**config.mk**
```make
export PLATFORM = sky130hd
export DESIGN_NAME = step_pulse_gen
export DESIGN_NICKNAME = d
export VERILOG_FILES = /design/src/rtl/step_gen_pkg.sv /design/src/rtl/pulse_bounce_shaper.sv /design/src/rtl/step_pulse_gen.sv
export SDC_FILE = /design/constraint.sdc
export NUM_CORES = 1
export LEC_CHECK = 0
export BUFFER_PORTS_ARGS = -buffer_cell sky130_fd_sc_hd__buf_2
export CAP_MARGIN = 20
export CORE_ASPECT_RATIO = 1.5
export CORE_MARGIN = 2
export CORE_UTILIZATION = 54
export CTS_BUF_LIST = sky130_fd_sc_hd__clkbuf_4 sky130_fd_sc_hd__clkbuf_8 sky130_fd_sc_hd__clkbuf_16
export DETAILED_ROUTE_END_ITERATION = 12
export GPL_TIMING_DRIVEN = 1
export HOLD_SLACK_MARGIN = 0.12
export PLACE_DENSITY = 0.71
export SYNTH_ARGS = -nofsm -noshare
export SYNTH_HDL_FRONTEND = slang
export SYNTH_SLANG_ARGS = --single-unit
```
**constraint.sdc**
```tcl
create_clock -name clk100Mhz -period 7.6 [get_ports clk100Mhz]
set_input_delay 1.52 -clock clk100Mhz [delete_from_list [all_inputs] [get_ports clk100Mhz]]
set_output_delay 1.52 -clock clk100Mhz [all_outputs]
set_load 0.02 [all_outputs]
```
**src/rtl/step_gen_pkg.sv**
```systemverilog
// Shared encodings for the step-pulse generator: rate modes, FSM states, rate constants.
package step_gen_pkg;

  typedef enum logic [1:0] {
    MODE_32    = 2'b00,
    MODE_64    = 2'b01,
    MODE_128   = 2'b10,
    MODE_BURST = 2'b11
  } mode_e;

  typedef enum logic [1:0] {
    ST_IDLE,
    ST_HIGH,
    ST_LOW,
    ST_GAP
  } state_e;

  localparam int RATE_32  = 32;
  localparam int RATE_64  = 64;
  localparam int RATE_128 = 128;

endpackage

```
**src/rtl/pulse_bounce_shaper.sv**
```systemverilog
// Registers the pulse level for the upcoming cycle, with optional contact chatter at the rising edge.
// Latency: 1 edge from the next-state inputs; no backpressure.
module pulse_bounce_shaper
  import step_gen_pkg::*;
#(
  parameter int PCW        = 28,
  parameter int HIGH_CYC   = 1000,
  parameter int BOUNCE_CYC = 8
) (
  input  logic           clk100Mhz,
  input  logic           rst_n,
  input  state_e         state_nx,
  input  logic [PCW-1:0] pc,
  input  logic           bounce_en,
  output logic           pulse
);

  localparam logic [PCW-1:0] HIGH_LIM = PCW'(HIGH_CYC);
  localparam logic [PCW-1:0] BNC_LIM  = PCW'(BOUNCE_CYC);

  logic chatter;
  logic level;

  // Chatter drops the line on odd counts inside the bounce window.
  always_comb begin
    chatter = bounce_en && (pc < BNC_LIM) && pc[0];
    level   = (state_nx == ST_HIGH) && (pc < HIGH_LIM) && !chatter;
  end

  always_ff @(posedge clk100Mhz or negedge rst_n) begin
    if (!rst_n) begin
      pulse <= 1'b0;
    end else begin
      pulse <= level;
    end
  end

endmodule

```
**src/rtl/step_pulse_gen.sv**
```systemverilog
// Programmable step-pulse source (32/64/128 per second or bursts) with optional bounce emulation.
// Latency: pulse rises 1 edge after i_enable is sampled; free-running source, no backpressure.
module step_pulse_gen
  import step_gen_pkg::*;
#(
  parameter int CLK_HZ     = 100000000,
  parameter int HIGH_CYC   = 1000,
  parameter int BOUNCE_CYC = 8,
  parameter int BURST_LEN  = 16
) (
  input  logic        clk100Mhz,
  input  logic        rst_n,
  input  logic        i_enable,
  input  logic [1:0]  i_mode,
  input  logic        i_bounce_en,
  input  logic        i_clr,
  output logic        o_pulse,
  output logic [15:0] o_pulse_cnt,
  output logic        o_busy
);

  localparam int PCW = $clog2(CLK_HZ) + 1;
  localparam int BCW = (BURST_LEN > 1) ? $clog2(BURST_LEN) : 1;

  localparam logic [PCW-1:0] LAST_32    = PCW'(CLK_HZ / RATE_32 - 1);
  localparam logic [PCW-1:0] LAST_64    = PCW'(CLK_HZ / RATE_64 - 1);
  localparam logic [PCW-1:0] LAST_128   = PCW'(CLK_HZ / RATE_128 - 1);
  localparam logic [PCW-1:0] HIGH_LAST  = PCW'(HIGH_CYC - 1);
  localparam logic [PCW-1:0] GAP_LAST   = PCW'(CLK_HZ - 1);
  localparam logic [BCW-1:0] BURST_LAST = BCW'(BURST_LEN - 1);

  state_e         state, state_nx;
  logic [PCW-1:0] pc, pc_nx;
  logic [PCW-1:0] gap_cnt, gap_nx;
  logic [PCW-1:0] per_last;
  mode_e          mode_q, mode_nx;
  logic           bounce_q, bounce_nx;
  logic [BCW-1:0] burst_cnt, burst_nx;
  logic           start;
  logic [15:0]    cnt_nx;

  // Burst pulses reuse the fastest period.
  always_comb begin
    per_last = LAST_128;
    case (mode_q)
      MODE_32: per_last = LAST_32;
      MODE_64: per_last = LAST_64;
      default: per_last = LAST_128;
    endcase
  end

  always_comb begin
    state_nx  = state;
    pc_nx     = pc;
    gap_nx    = gap_cnt;
    mode_nx   = mode_q;
    bounce_nx = bounce_q;
    burst_nx  = burst_cnt;
    start     = 1'b0;

    case (state)
      ST_IDLE: start = i_enable;
      ST_HIGH: begin
        pc_nx = pc + 1'b1;
        if (pc == HIGH_LAST) state_nx = ST_LOW;
      end
      ST_LOW: begin
        if (!i_enable) begin
          state_nx = ST_IDLE;
        end else if (pc == per_last) begin
          if (mode_q == MODE_BURST && burst_cnt == BURST_LAST) begin
            state_nx = ST_GAP;
            pc_nx    = '0;
            gap_nx   = '0;
          end else begin
            start = 1'b1;
          end
        end else begin
          pc_nx = pc + 1'b1;
        end
      end
      ST_GAP: begin
        if (!i_enable)                 state_nx = ST_IDLE;
        else if (gap_cnt == GAP_LAST)  start    = 1'b1;
        else                           gap_nx   = gap_cnt + 1'b1;
      end
      default: state_nx = ST_IDLE;
    endcase

    // burst_cnt indexes the pulse within a burst; only back-to-back burst pulses advance it.
    if (start) begin
      state_nx  = ST_HIGH;
      pc_nx     = '0;
      gap_nx    = '0;
      mode_nx   = mode_e'(i_mode);
      bounce_nx = i_bounce_en;
      burst_nx  = (state == ST_LOW && mode_q == MODE_BURST && mode_nx == MODE_BURST) ?
                  burst_cnt + 1'b1 : '0;
    end

    if (state_nx == ST_IDLE) begin
      pc_nx    = '0;
      gap_nx   = '0;
      burst_nx = '0;
    end

    cnt_nx = (i_clr ? 16'd0 : o_pulse_cnt) + {15'd0, start};
  end

  always_ff @(posedge clk100Mhz or negedge rst_n) begin
    if (!rst_n) begin
      state       <= ST_IDLE;
      pc          <= '0;
      gap_cnt     <= '0;
      mode_q      <= MODE_32;
      bounce_q    <= 1'b0;
      burst_cnt   <= '0;
      o_pulse_cnt <= '0;
      o_busy      <= 1'b0;
    end else begin
      state       <= state_nx;
      pc          <= pc_nx;
      gap_cnt     <= gap_nx;
      mode_q      <= mode_nx;
      bounce_q    <= bounce_nx;
      burst_cnt   <= burst_nx;
      o_pulse_cnt <= cnt_nx;
      o_busy      <= (state_nx != ST_IDLE);
    end
  end

  pulse_bounce_shaper #(
    .PCW        (PCW),
    .HIGH_CYC   (HIGH_CYC),
    .BOUNCE_CYC (BOUNCE_CYC)
  ) u_shaper (
    .clk100Mhz (clk100Mhz),
    .rst_n     (rst_n),
    .state_nx  (state_nx),
    .pc        (pc_nx),
    .bounce_en (bounce_nx),
    .pulse     (o_pulse)
  );

endmodule

```
==> results of run 1 <==
## metal layers
| layer | vias up | GRT usage | wire, um |
|---|---|---|---|
| li1 | 2542 | - | - |
| met1 | 2616 | 0.344 | 6300 |
| met2 | 252 | 0.537 | 8720 |
| met3 | 99 | 0.0433 | 907 |
| met4 | 0 | 0.232 | 1140 |
| met5 | - | 0 | 0 |
## power groups by stage
stage               Clock (uW)  Combinational, uW  Sequential, uW
floorplan                    0                287             490
global placement             0                411             495
detailed placement           0                415             496
CTS                        464                416             488
global route               484                465             494
finish                     462                427             489
## worst register-to-register path, delay by kind of cell (launching register included)
family,cells,cell delay (ns)
AOI/OAI and AO/OA,2,0.51
xor gates and xnor gates,1,0.15
adders and majority gates,2,0.41
buffers and inverters,1,0.23
DFF,1,0.48
and+or+nand+nor,7,1.80
## registers in the layout, summed over array words and instances, names as in the netlist
| name | count |
|---|---|
| gap_cnt | 28 |
| o_pulse_cnt | 16 |
| state | 2 |
| mode_q | 2 |
| bounce_q | 1 |
| o_busy | 1 |
| u_shaper.pulse | 1 |
| pc | 28 |
| burst_cnt | 4 |
## layout make-up
class                      count  area share
clock buffer                   9      0.0368
clock inverter                 7      0.0131
inverter                      21      0.0129
multi-input combinational    536       0.545
sequential                    83       0.340
tap                          117      0.0239
timing repair buffer          31      0.0287
## cells in the mapped netlist (all sizes together) (6+ instances only)
cell	n
nand3	38
nand4	17
buf	18
xor2	9
inv	20
and2	8
nor2	65
ha	10
o31ai	20
nor4b	8
nor3	22
a21oi	41
o21ai	60
nor4	16
and3	14
or3	11
a41oi	6
nor2b	20
a31oi	13
clkbuf	20
nand2	62
dfrtp	83
nand2b	9
## per-stage QoR
stage / instance area [um2] / setup slack (ns)
global route: 6110 / 3.49
CTS: 6110 / 3.93
finish: 6110 / 3.89
global placement: 5810 / 3.63
floorplan: 5640 / 3.88
detailed placement: 5810 / 3.57
## cells by family (layout without fill, tap and decap cells)
family / Yosys count / count (layout) / share of synthesized area
and+or+nand+nor: 320 / 320 / 0.305
AOI/OAI and AO/OA: 192 / 192 / 0.239
DFF: 83 / 83 / 0.368
buffers and inverters: 59 / 68 / 0.0432
xor gates and xnor gates: 11 / 11 / 0.0171
adders and majority gates: 10 / 10 / 0.0222
muxes: 3 / 3 / 0.00554
## how the worst min path moves through the flow
stage / from / endpoint / slack [ns] / cells after the start
4_1_cts: gap_cnt[27] / gap_cnt[27] / 0.49 / 1
6_report: gap_cnt[24] / gap_cnt[24] / 0.49 / 1
3_5_place_dp: gap_cnt[27] / gap_cnt[27] / 0.47 / 1
2_1_floorplan: gap_cnt[16] / gap_cnt[16] / 0.45 / 1
5_1_grt: gap_cnt[27] / gap_cnt[27] / 0.50 / 1
3_3_place_gp: gap_cnt[16] / gap_cnt[16] / 0.47 / 1
==> results.md, run 1 <==
- Status: completed
- Switching Share: 0.395
- Yosys top cell by area: dfrtp_1
- Sequential area share after synthesis: 0.368
- CP Capture Type: register
- Clock sink count: 83
- Most frequent cells in the layout: dfrtp_1, nor2_1, nand2_1, o21ai_0, a21oi_1
- CP Data Required Time: 7.84 ns
- CP delay by family, top: simple AND/OR/NAND/NOR gates
- Worst skew pair latency: ~0.36 ns
- Final Core Density: 0.603
- Vias in the first global route: approximately 5.4k
- Setup CP Type: in2reg
- Filler instances: roughly 900
- Synthesis-to-layout area growth: 8.31%
- Overall Power: 1380 uW
- TritonCTS buffer count: 9
- Hold/Removal Path Class: reg2reg
- # hold bufs at CTS: 0
- R2R cell count: 13
- Worst setup SP type: input pin
- Cell Chain, Critical Path: buf_2 -> nand2_1 -> nor3_1 -> a31oi_2 -> inv_2 -> ha_1 -> ha_1 -> nand3_1 -> nor3b_1 -> nand4_1 -> xor2_1 -> nor2_1
- Final #Nets: 699
- Critical path peak fanout: 10
- Post-CTS Setup Bufs: 0
- Input/output buffers: 24
- Worst slew margin: 0.280
- Crit path depth: 12
- Io pins: 25
- RD Place Congestion: between 1 and 1.5
- CTS H-Tree Depth: 3
- Clock Tree Buf Depth: 2
- Syn_area_per_cell: roughly 8.3 um2
- Critical Path AT: just under 4 ns
- Clk slew on worst S/H paths: 0.07 ns
- Cell area after synthesis: around 5600 um2
- Synth Flop Type: dfrtp_1
- Psw: between 500 and 600 uW
- CP startpoint: i_enable
- R2r setup slk: slightly below 4 ns
- Combinational fraction of design power: 0.310
- GRT overflow: 0
- Clk pwr share: 0.335
- CP bufs+invs: 2
- Yosys cell types: 75
- Reg area: ~2100 um2
- Vias: between 5k and 6k
- Seq pwr share: 0.355
- Post-synth top area share: 0.368
- Most frequent CP cell: ha_1
- Critical-path top delay cell: nor3b_1
- Global-route wire length before repair: 27300 um
- Die Y: about 130 um
- Die Area: roughly 11000 um2
- Largest net degree at the start of global routing: 61
- Post-synth EDFFs: 0
- Fmax: roughly 270 MHz
- Slew Limit Fails: 0
- Ys async rst share: 1.00
- Top cells by area in the synthesized netlist: dfrtp_1, o21ai_0, nor2_1, nand2_1, a21oi_1
- Die width: slightly below 90 um
- CTS root buf: clkbuf_16
- Hold_ws: roughly 0.49 ns
- Net Count, Synth: ~700
- Placed Cells: a little under 800
- CTS tree: done
- Unrepaired setup endpoints after global routing: no
- DRC viols: 0
- Pint: between 800 and 900 uW
- Post-Layout Cell Count: 804
- Min Tclk post-route: ~3.7 ns
- GRT Resource Usage Total: 0.313
- Starting Density: 0.557
- ANT cells: 0
- Core footprint: approximately 10000 um2
- Max IR drop VDD: about 0.16 mV
- Most common cell after layout, fill and taps aside: dfrtp_1
- Slowest stage delay, CP: ~0.39 ns
- DP Wirelength: 12200 um
- Leakage: between 0.002 and 0.0025 uW
- Tightest Pin Transition: 1.07 ns
- Via density: between 6 and 7
- Reg-to-reg endpoint: o_pulse_cnt[12]
- Fin crit share: 0.489
- Post-Route Skew: between 0.005 and 0.006 ns
- DR pass1 iterations: 6
- Syn. warnings: 0
- Max-Cap Viols: 0
- Hold Violations, Final: 0
- Yosys reg bits: 83
- Setup violations, final: 0
- Worst R2R Start: pc[3]
- Resized cells post-CTS: 0
- Final setup TNS: 0 ns
- Area of the multi-input gates: 3330 um2
- Initial antenna violation count: 0
- Layout cells sized above 1: 0.124
- Synth Instances: 678
- Final WL: 17100 um
- Power Dens Cells: 226 nW/um2
- DRT iter0 DRCs: 483
- Antenna Nets Post-Route: 0
- CP Capture Point: o_pulse_cnt[12]
- FP Rows: 45
- DR WL/cell: about 21 um
Note: power is estimated with default switching activity, not from simulation.
==> inputs of run 2 (changes only) <==
--- a/config.mk
+++ b/config.mk
@@ -14,7 +14,7 @@
 export DETAILED_ROUTE_END_ITERATION = 12
 export GPL_TIMING_DRIVEN = 1
 export HOLD_SLACK_MARGIN = 0.12
-export PLACE_DENSITY = 0.71
+export PLACE_DENSITY = 0.74
 export SYNTH_ARGS = -nofsm -noshare
 export SYNTH_HDL_FRONTEND = slang
 export SYNTH_SLANG_ARGS = --single-unit
==> constraint.sdc (replaced) <==
create_clock -name clk100Mhz -period 3.2 [get_ports clk100Mhz]
set_input_delay 0.64 -clock clk100Mhz [delete_from_list [all_inputs] [get_ports clk100Mhz]]
set_output_delay 0.64 -clock clk100Mhz [all_outputs]
set_load 0.02 [all_outputs]
==> run 2 against run 1 <==
  * Sequential power up 140%
  * Critical path type is now reg2reg
  * Largest power group is now combinational logic
  * Clock power up 130%
  * Sequential share of layout area down 3.0 points
==> results.md, run 2 (same netlist as run 1, synthesis figures left out) <==
- Die width: 87.5 um (unchanged)
- TritonCTS buffer count: 9 (unchanged)
- GRT overflow: 0 (unchanged)
- Largest net degree at the start of global routing: 37 (-39%)
- Wl on met1: 6640 um (+5.4%)
- Hold_ws: 0.242 ns (-0.245 ns)
- Critical path peak fanout: 30 (+20)
- Via density: 6.82 (-0.52%)
- Io pins: 25 (unchanged)
- CTS root buf: clkbuf_16
- Slew Limit Fails: 0 (unchanged)
- CP Capture Type: register
- Global-route wire length before repair: 29100 um (+6.8%)
- Met2 WL: 9590 um (+10%)
- Filler instances: 832 (-9.8%)
- Worst skew pair latency: 0.35 ns (about the same)
- Core footprint: 10100 um2 (unchanged)
- Initial antenna violation count: 0 (unchanged)
- Die Y: 129 um (unchanged)
- CTS tree: done
- Worst slew margin: 0.462 (+0.182)
- Final Core Density: 0.662 (+0.0593)
- Fin crit share: 0.971
- Clock sink count: 83 (unchanged)
- Most common cell after layout, fill and taps aside: dfrtp_1
- Final #Nets: 762 (+9.0%)
- Max-Cap Viols: 0 (unchanged)
- Post-Layout Inst Area: 6710 um2 (+9.8%)
- Max layer used: met4
- ANT cells: 0 (unchanged)
- DR pass1 iterations: 5 (-1)
- Fmax: 322 MHz
- Starting Density: 0.557 (unchanged)
- RD Place Congestion: 1.03 (+1.3%)
- DRC viols: 0 (unchanged)
- CP Data Required Time: 3.44 ns (-4.40 ns)
- Tightest Pin Transition: 0.798 ns (-0.273 ns)
- Clock Tree Buf Depth: 2 (unchanged)
- Antenna Nets Post-Route: 0 (unchanged)
- Max IR drop VDD: 0.351 mV (+120%)
- Vias in the first global route: 5850 (+7.7%)
- Setup CP Type: reg2reg
- Critical Path AT: 3.34 ns (-0.61 ns)
- Worst setup SP type: register
- CTS H-Tree Depth: 3 (unchanged)
- Most frequent cells in the layout: dfrtp_1, buf_4, nor2_1, nand2_1, o21ai_0
- Hold Violations, Final: 0 (unchanged)
- Leakage: 0.00276 uW (+13%)
- GRT Resource Usage Total: 0.332 (+0.0194)
- Overall Power: 3500 uW (+150%)
- Die Area: 11300 um2 (unchanged)
- Synthesis-to-layout area growth: 19.0%
- Final WL: 18300 um (+7.3%)
- DR WL/cell: 21.1 um (-0.53%)
- FP Rows: 45 (unchanged)
- DP Wirelength: 13500 um (+10%)
- Post-Route Skew: 0.0119 ns (+0.00659 ns)
- Min Tclk post-route: 3.11 ns
- Hold/Removal Path Class: in2async
- Area after DPL: 6290 um2 (+8.3%)
- Input/output buffers: 24 (unchanged)
- Power Dens Cells: 521 nW/um2 (+130%)
- Metal3 WL: 958 um (+5.6%)
- Clk slew on worst S/H paths: 0.08 ns (about the same)
- Status: completed
- Unrepaired setup endpoints after global routing: yes
- # hold bufs at CTS: 0 (unchanged)
- DRT iter0 DRCs: 362 (-25%)
- Final setup TNS: 0 ns (unchanged)
- Setup violations, final: 0 (unchanged)
- Vias: 5910 (+7.3%)
- Layout cells sized above 1: 0.225 (+0.102)
- Top Registers: gap_cnt x28, pc x28, o_pulse_cnt x16
-- run 2: power by group --
| part | switching [uW] | internal, uW | leakage (uW) | total (uW) |
|---|---|---|---|---|
| Combinational | 824 | 455 | 0.00147 | 1280 |
| Sequential | 62.8 | 1100 | 0.00115 | 1160 |
| Clock | 506 | 548 | 0.000139 | 1050 |
| Total | 1390 | 2100 | 0.00276 | 3500 |
-- run 2: layout make-up --
type,instances,area [um2],area share
Timing Repair Buffer,94,673,0.100
Sequential cell,83,2080,0.310
Clock inverter,7,71.3,0.0106
Multi-Input combinational cell,536,3440,0.512
Tap cell,117,146,0.0218
Inverter,21,78.8,0.0117
Clock buffer,9,225,0.0335
-- run 2: worst paths after layout --
| check | start | to | cells after the start | slack, ns |
|---|---|---|---|---|
| hold reg to reg | gap_cnt[24] | gap_cnt[24] | 1 | 0.49 |
| min in group clk100Mhz | gap_cnt[24] | gap_cnt[24] | 1 | 0.49 |
| hold / removal | rst_n | gap_cnt[16] | 1 | 0.24 |
| setup / recovery | mode_q[1] | gap_cnt[4] | 12 | 0.09 |
| setup reg to reg | mode_q[1] | gap_cnt[4] | 12 | 0.09 |
| max in group asynchronous | rst_n | pc[27] | 2 | 2.21 |
-- run 2: through the flow --
stage | setup WS, ns | std cells
6_report | 0.0933 | 867
5_1_grt | -0.0489 | 867
4_1_cts | 0.0124 | 865
3_5_place_dp | -0.163 | 849
2_1_floorplan | 0.298 | 678
3_3_place_gp | -0.247 | 849
-- run 2: worst max-delay path: stages (launching register included) --
cell and delay (ns):
dfrtp_2 0.49, nand2b_1 0.19, buf_4 0.16, o22ai_2 0.19
o2111ai_2 0.18, or4b_4 0.61, a22oi_4 0.24, nor3_4 0.08
buf_4 0.14, nor2_1 0.20, buf_12 0.21, o21ai_0 0.10
a22o_1 0.19
-- run 2: per-layer routing --
| layer | track usage | up-vias |
|---|---|---|
| li1 | - | 2668 |
| met1 | 0.357 | 2880 |
| met2 | 0.589 | 270 |
| met3 | 0.0516 | 92 |
| met4 | 0.219 | 0 |
| met5 | 0 | - |
-- run 2: timing repair --
item	4_1_cts	5_1_grt
pin swaps	0	4
endpoints found under the setup margin	1	28
buffers inserted	0	2
hold endpoints to repair	0	0
resized for setup	2	23
==> inputs of run 3 (changes only) <==
--- a/config.mk
+++ b/config.mk
@@ -15,6 +15,7 @@
 export GPL_TIMING_DRIVEN = 1
 export HOLD_SLACK_MARGIN = 0.12
 export PLACE_DENSITY = 0.74
+export REMOVE_ABC_BUFFERS = 1
 export SYNTH_ARGS = -nofsm -noshare
 export SYNTH_HDL_FRONTEND = slang
 export SYNTH_SLANG_ARGS = --single-unit
==> run 3 against run 2 <==
  * Die area did not move
  * Combinational power up 8%
  * Sequential power about the same
  * Cell count rose by 3.1%
  * Total power increased by 8.1%
  * Setup slack got worse by 0.011 ns
  * Via count fell by 0.15%
  * Global-route usage rose by 1.4 points
  * Fmax decreased by 0.36%
  * Largest cell class unchanged
  * Highest routed layer unchanged
==> results.md, run 3 (same netlist as run 1, synthesis figures left out) <==
- Status: completed
- Worst skew pair latency: 0.35 ns (about the same)
- CTS H-Tree Depth: 3 (unchanged)
- Initial antenna violation count: 0 (unchanged)
- Final WL: 18900 um (+3.1%)
- Core footprint: 10100 um2 (unchanged)
- Input/output buffers: 24 (unchanged)
- Starting Density: 0.557 (unchanged)
- Hold Violations, Final: 0 (unchanged)
- Antenna Nets Post-Route: 0 (unchanged)
- DR WL/cell: 21.1 um (about the same)
- Fmax: 321 MHz (-0.36%)
- Final #Nets: 789 (+3.5%)
- CTS tree: done
- Final worst slack: 0.0822 ns (-0.0111 ns)
- DR pass1 iterations: 5 (unchanged)
- Grt met2 use: 0.635 (+0.0459)
- Met1 Use GR: 0.353 (-0.00377)
- R2r setup slk: 0.08 ns (about the same)
- Global route hottest layer: met2
- Post-CTS Setup Bufs: 0 (unchanged)
- Overall Power: 3780 uW (+8.1%)
- DP Wirelength: 14300 um (+6.6%)
- Layout cells sized above 1: 0.251 (+0.0256)
- Filler instances: 835 (+0.36%)
- FP Rows: 45 (unchanged)
- GRT Resource Usage Total: 0.346 (+0.0144)
- Min Tclk post-route: 3.12 ns (+0.0111 ns)
- Die Y: 129 um (unchanged)
- Critical Path AT: 3.34 ns (about the same)
- Worst setup SP type: register
- Max-Cap Viols: 0 (unchanged)
- Fin crit share: 0.974 (+0.00348)
- Max IR drop VDD: 0.321 mV (-8.4%)
- Unrepaired setup endpoints after global routing: yes
- Via density: 6.60 (-3.2%)
- Clk slew on worst S/H paths: 0.07 ns (about the same)
- Setup CP Type: reg2reg
- Top Registers: gap_cnt x28, pc x28, o_pulse_cnt x16
- Largest net degree at the start of global routing: 49 (+32%)
- Io pins: 25 (unchanged)
- CP Capture Type: register
- Worst slew margin: 0.581 (+0.119)
- Most common cell after layout, fill and taps aside: buf_4
- Vias in the first global route: 5945 (+1.6%)
- ANT cells: 0 (unchanged)
- Post-Route Skew: 0.00932 ns (-0.00255 ns)
- GR Layer Usage met3: 0.0401 (-0.0115)
- Synthesis-to-layout area growth: 23.4%
- Slew Limit Fails: 0 (unchanged)
- Clock Tree Buf Depth: 2 (unchanged)
- Die Area: 11300 um2 (unchanged)
- TritonCTS buffer count: 9 (unchanged)
- Clock sink count: 83 (unchanged)
- Setup Slack @ Placement: -0.131 ns (+0.0325 ns)
- CP Data Required Time: 3.42 ns (-0.02 ns)
- RD Place Congestion: 1.01 (-2.0%)
- Critical path peak fanout: 10 (-67%)
- # hold bufs at CTS: 0 (unchanged)
- Die width: 87.5 um (unchanged)
- CTS root buf: clkbuf_16
- GRT overflow: 0 (unchanged)
- DRC viols: 0 (unchanged)
- DRT iter0 DRCs: 377 (+4.1%)
- Global-route wire length before repair: 29900 um (+2.7%)
- Setup violations, final: 0 (unchanged)
- Hold/Removal Path Class: in2async
- Leakage: 0.00292 uW (+5.8%)
- Vias: 5901 (-0.15%)
- Most frequent cells in the layout: buf_4, dfrtp_1, nand2_1, nor2_1, o21ai_0
- Tightest Pin Transition: 0.628 ns (-0.170 ns)
- Power Dens Cells: 543 nW/um2 (+4.2%)
run 3: cell count changes in the layout (fill, tap and decap cells not counted), sizes merged:
cell,previous run,this run
buf,94,121
bufinv,0,3
clkinvlp,2,0
clkinv,3,1
inv,23,24
run 3: stage by stage:
step / hold WS (ns) / TNS [ns] / area, um2 / cells / utilization
floorplan: 0.344 / -1.01 / 5480 / 640 / -
global placement: 0.473 / -0.0360 / 6520 / 878 / 0.643
detailed placement: 0.485 / -0.131 / 6520 / 878 / 0.643
CTS: 0.313 / 0 / 6890 / 894 / 0.680
global route: 0.342 / -0.00320 / 6970 / 894 / 0.687
finish: 0.290 / 0 / 6970 / 894 / 0.687
run 3: area by class of cell:
cell class / count / area, um2 / share of cell area
timing repair buffer: 121 / 892 / 0.128
clock inverter: 7 / 128 / 0.0183
tap: 117 / 146 / 0.0210
clock buffer: 9 / 225 / 0.0323
multi-input combinational: 536 / 3410 / 0.490
inverter: 21 / 78.8 / 0.0113
sequential: 83 / 2080 / 0.299
run 3: layer usage:
metal  vias up  wire, um
met2       248      9970
met1      2818      6520
met5         -         0
met4         0      1470
met3       100       898
li1       2735         -
run 3: path summary, 6_finish.rpt:
path	startpoint	endpoint	cells after the start
max reg2reg	pc[13]	u_shaper.pulse	12
max	pc[13]	u_shaper.pulse	12
min reg2reg	gap_cnt[16]	gap_cnt[16]	1
min	rst_n	gap_cnt[14]	1
max in group asynchronous	rst_n	pc[7]	2
min in group clk100Mhz	gap_cnt[16]	gap_cnt[16]	1
run 3: worst max-delay path: stages, from the launching register on:
cell       delay, ns
dfrtp_1         0.42
buf_4           0.16
o22ai_1         0.08
nor3_2          0.34
o2111a_2        0.33
a31oi_1         0.10
buf_4           0.19
nand2_1         0.12
buf_4           0.16
nor2_1          0.04
a211oi_1        0.50
nor4_1          0.11
a2111oi_1       0.43
run 3: repair_timing:
item	4_1_cts	5_1_grt
pin swaps	0	1
endpoints found under the setup margin	2	37
gates resized for setup	2	24
run 3: power breakdown:
part / total [uW] / switching (uW) / internal (uW) / leakage, uW
sequential: 1150 / 54.9 / 1100 / 0.00114
combinational: 1380 / 857 / 518 / 0.00160
clock: 1250 / 472 / 777 / 0.000173
